<file path="config.mk">
export PLATFORM = sky130hd
export DESIGN_NAME = sfu_ctrl
export DESIGN_NICKNAME = d
export VERILOG_FILES = /design/src/rtl/sfu_ctrl.sv
export SDC_FILE = /design/constraint.sdc
export NUM_CORES = 1
export LEC_CHECK = 0
export CAP_MARGIN = 25
export CORE_MARGIN = 4
export CORE_UTILIZATION = 54
export DETAILED_ROUTE_END_ITERATION = 10
export PLACE_DENSITY = 0.8
export SYNTH_ARGS = -nofsm -noshare
export SYNTH_HDL_FRONTEND = slang
export SYNTH_SLANG_ARGS = --single-unit
</file>
<file path="constraint.sdc">
create_clock -name clk -period 2.83 [get_ports clk]
set_input_delay 0.566 -clock clk [delete_from_list [all_inputs] [get_ports clk]]
set_output_delay 0.566 -clock clk [all_outputs]
set_load 0.005 [all_outputs]
</file>
<file path="src/rtl/sfu_ctrl.sv">
// Sequencer for the SFU accumulate stage: pops partial sums from the array
// output FIFO, steers SFU load/accumulate and writes each finished row to psum memory.
module sfu_ctrl #(
  parameter int TILE_BW = 8,
  parameter int ROW_BW  = 8,
  parameter int ADDR_BW = 11
) (
  input  logic               clk,
  input  logic               reset,
  input  logic               start_i,
  input  logic [TILE_BW-1:0] num_tiles_i,
  input  logic [ROW_BW-1:0]  num_rows_i,
  input  logic [ADDR_BW-1:0] base_addr_i,
  input  logic               mode_i,
  input  logic               ofifo_valid_i,
  output logic               ofifo_rd_o,
  output logic               sfu_en_o,
  output logic               sfu_acc_o,
  output logic               sfu_mode_o,
  output logic               pmem_wen_o,
  output logic [ADDR_BW-1:0] pmem_addr_o,
  output logic               busy_o,
  output logic               done_o
);

  typedef enum logic [1:0] {
    IDLE = 2'd0,
    RUN  = 2'd1,
    WB   = 2'd2,
    DONE = 2'd3
  } state_t;

  localparam logic [TILE_BW-1:0] TILE_ONE = TILE_BW'(1);
  localparam logic [ROW_BW-1:0]  ROW_ONE  = ROW_BW'(1);

  state_t             state;
  logic [TILE_BW-1:0] tile_cnt;
  logic [ROW_BW-1:0]  row_cnt;
  logic [TILE_BW-1:0] k_q;
  logic [ROW_BW-1:0]  r_q;
  logic [ADDR_BW-1:0] base_q;
  logic               mode_q;

  logic               pop;
  logic               last_tile;
  logic               last_row;

  // K and R are at least 1 whenever RUN/WB are reached, so K-1 / R-1 never wrap.
  assign pop       = (state == RUN) && ofifo_valid_i;
  assign last_tile = (tile_cnt == (k_q - TILE_ONE));
  assign last_row  = (row_cnt == (r_q - ROW_ONE));

  always_ff @(posedge clk) begin
    if (reset) begin
      state    <= IDLE;
      tile_cnt <= '0;
      row_cnt  <= '0;
      k_q      <= '0;
      r_q      <= '0;
      base_q   <= '0;
      mode_q   <= 1'b0;
    end else begin
      case (state)
        IDLE: begin
          if (start_i) begin
            k_q      <= num_tiles_i;
            r_q      <= num_rows_i;
            base_q   <= base_addr_i;
            mode_q   <= mode_i;
            tile_cnt <= '0;
            row_cnt  <= '0;
            if ((num_tiles_i == '0) || (num_rows_i == '0)) begin
              state <= DONE;
            end else begin
              state <= RUN;
            end
          end
        end
        RUN: begin
          if (pop) begin
            if (last_tile) begin
              tile_cnt <= '0;
              state    <= WB;
            end else begin
              tile_cnt <= tile_cnt + TILE_ONE;
            end
          end
        end
        WB: begin
          if (last_row) begin
            state <= DONE;
          end else begin
            row_cnt <= row_cnt + ROW_ONE;
            state   <= RUN;
          end
        end
        DONE: begin
          state <= IDLE;
        end
        default: begin
          state <= IDLE;
        end
      endcase
    end
  end

  // Outputs are decoded from the registered state; only the pop path sees the FIFO valid.
  assign ofifo_rd_o  = pop;
  assign sfu_en_o    = pop;
  assign sfu_acc_o   = (state == RUN) && (tile_cnt != '0);
  assign busy_o      = (state != IDLE);
  assign sfu_mode_o  = busy_o && mode_q;
  assign pmem_wen_o  = (state == WB);
  assign pmem_addr_o = (state == WB) ? (base_q + ADDR_BW'(row_cnt)) : '0;
  assign done_o      = (state == DONE);

endmodule

</file>
==> flow_summary.ini <==
[clock_network]
clk_path_buf_depth = 2
cts_hold_buf = 0
clk-insertion-delay-late_ps = 300
cts_made_buffers = 5
htree_levels = 2
cts_tree = done
clock_sinks = 46
root_buffer = clkbuf_8
clk_pin_slew_ps = 80

[global_routing]
antenna_found_initial = 0
grt_max_degree = 27
grt_use_met3_pct = 4.950
grt_pass1_wl_um = 13830
grt_util_met2_pct = 36.15
overflow = 0
gr-usage-all-layers_pct = 23.74
grt.busiest_layer = met2
first_global_vias = 3004
use_met1_pct = 33.72

[run_status]
failed_checks = negative setup slack
status = complete, but fails checks

[floorplanning]
core_um2 = 5270
die_y_um = 82.84
ios = 50
fp.dieArea_um2 = 6862
rows = 26
die_w_um = 82.84
start_util_pct = 57.38

[finish]
final_cell_mix = nand2_1, a21oi_1, dfxtp_1
n_antenna_cell = 0
layout-drive-gt1-share_pct = 13.08
final_nets = 519
multiInputGateArea_um2 = 1994
synthToLayoutAreaGrowth_pct = 28.26
regArea_um2 = 924.6
nFillCells = 436
layout_commonest_cell = nand2_1

[logic_synthesis]
syn_avg_cell_area_um2 = 7.412
synth.distinct_cells = 54
netlist_area_um2 = 3024
synth_edf_count = 0
synth_ff_type = dfxtp_1
synth.net_count = 454
syn_inst = 408
async_reset_ff_share_pct = 0
synth_seq_cells = 46
yosysWarnings = 0
synth.area.top_cells = dfxtp_1, nand2_1, a21oi_1, ha_1, xnor2_1
ys_seq_area_share_pct = 30.45
synth_largest_area_cell = dfxtp_1
yosysTopAreaCellShare_pct = 30.45

[sta]
skew_ps = 3.866
fin_ws_ps = -87.08
setup_violations = 4
slew_violations = 0
worst_pin_slew_ps = 823.8
clock.fmax_mhz = 342.8
slew_headroom_pct = 44.91
finalHoldViolations = 0
finalHoldWorstSlack_ps = 461.9
fin_tns_setup_ps = -173.6
min_period_ps = 2917
rsz0062_at_grt = yes
post-route-period-util_pct = 103.1

[drt]
num_vias = 3145
ant_nets = 0
drt_first_pass_iters = 5
wl_per_cell_um = 14.91
routed_wl_um = 8109
viasPerCell = 5.781
drcViolationCount = 0
first_iter_violations = 247

[pwr]
leakagePower_nw = 1.502
totalPowerFinal_mw = 1.465
power_density_nw_per_um2 = 377.8
vdd_drop_max_uv = 246.3

[critical_path]
cp-start-kind = flop
cp.required_ps = 2260
crit_fanout = 3
critical_path_class = reg -> out
r2r_start = r_q[1]
startpoint = row_cnt[2]
cp.depth = 9
crit_arrival_ps = 2350
cp_slowest_cell = dfxtp_1
worstRegToRegCells = 8
max_stage_delay_ps = 330
end_kind = output port
cp_top_family = compound AO/OA/AOI/OAI gates
cp.buffers_inverters = 2
worstPathCellList = ha_1, nor2b_2, o21ai_2, a21oi_2, buf_4, o21a_1, o41ai_2, mux2i_1, buf_2

[placed_design]
gp_congestion = 0.8859
post-place-ws_ps = -174.1
hpwl_um = 5804
io_buffers = 49

[min_path]
hold_depth = 2
hp-start = mode_q
min_path_type = reg -> reg

[flow_run]
cap_violations = 0
## where the power goes
part | total, mW | internal, mW | switching [mW]
combinational | 0.351 | 0.163 | 0.188
clock | 0.399 | 0.175 | 0.224
sequential | 0.716 | 0.678 | 0.0372
total | 1.47 | 1.02 | 0.449
## sequential cells by signal, summed over array words and instances, names as in the netlist
register and cells:
k_q 8, base_q 11, r_q 8, mode_q 1
row_cnt 8, state 2, tile_cnt 8
## worst min-delay path, delay by kind of cell (launching register included)
family | cells | cell delay, ps
flops | 1 | 320
compound gates | 1 | 50
simple gates | 1 | 50
## worst paths after layout
check / end / slack [ps]
setup / recovery: pmem_addr_o[8] / -90
hold / removal: mode_q / 460
setup reg to reg: row_cnt[0] / 330
hold reg to reg: mode_q / 460
## cells in the mapped netlist (6+ instances only)
cell and number:
nor4_1 6, xor2_1 7, xnor2_1 11, nand2b_1 6, o21ai_0 8, clkbuf_1 17, mux2i_1 8, nand3_1 10
nand2_1 84, inv_1 19, nor3_1 9, a21oi_1 52, dfxtp_1 46, nor2b_1 8, ha_1 13, nor2_1 23
## kinds of logic after synthesis
kind of cell / synth area share [%]
flip-flops: 30.45
AND/OR/NAND/NOR: 29.83
buffers and inverters: 5.502
adder cells (fa/ha/maj): 6.041
AO/OA/AOI/OAI: 19.53
XOR/XNOR: 5.999
multiplexers: 2.648
## layer usage
metal / routed length, um / share of wire, %
met5: 0 / 0
met2: 3614 / 45
met3: 472 / 5.8
met1: 3938 / 49
met4: 83 / 1.0
## timing repair
item,4_1_cts,5_1_grt
endpoints found under the setup margin,7,9
buffers inserted,9,1
pin swaps,9,9
resized for setup,25,15
## final cells by class
type	instances	area share, %
inverter	20	1.935
tap	70	2.258
multi-input combinational	321	51.42
clock buffer	6	1.871
sequential	46	23.84
clock inverter	2	0.3548
timing repair buffer	79	18.32
## through the flow
stage | area (um^2) | utilization [%] | std cells
after floorplan | 3024 | - | 408
after global placement | 3666 | 69.56 | 525
after detailed placement | 3671 | 69.66 | 526
after CTS | 3849 | 73.03 | 543
after global routing | 3879 | 73.60 | 544
final | 3879 | 73.60 | 544
(Power assumes the default switching activity.)
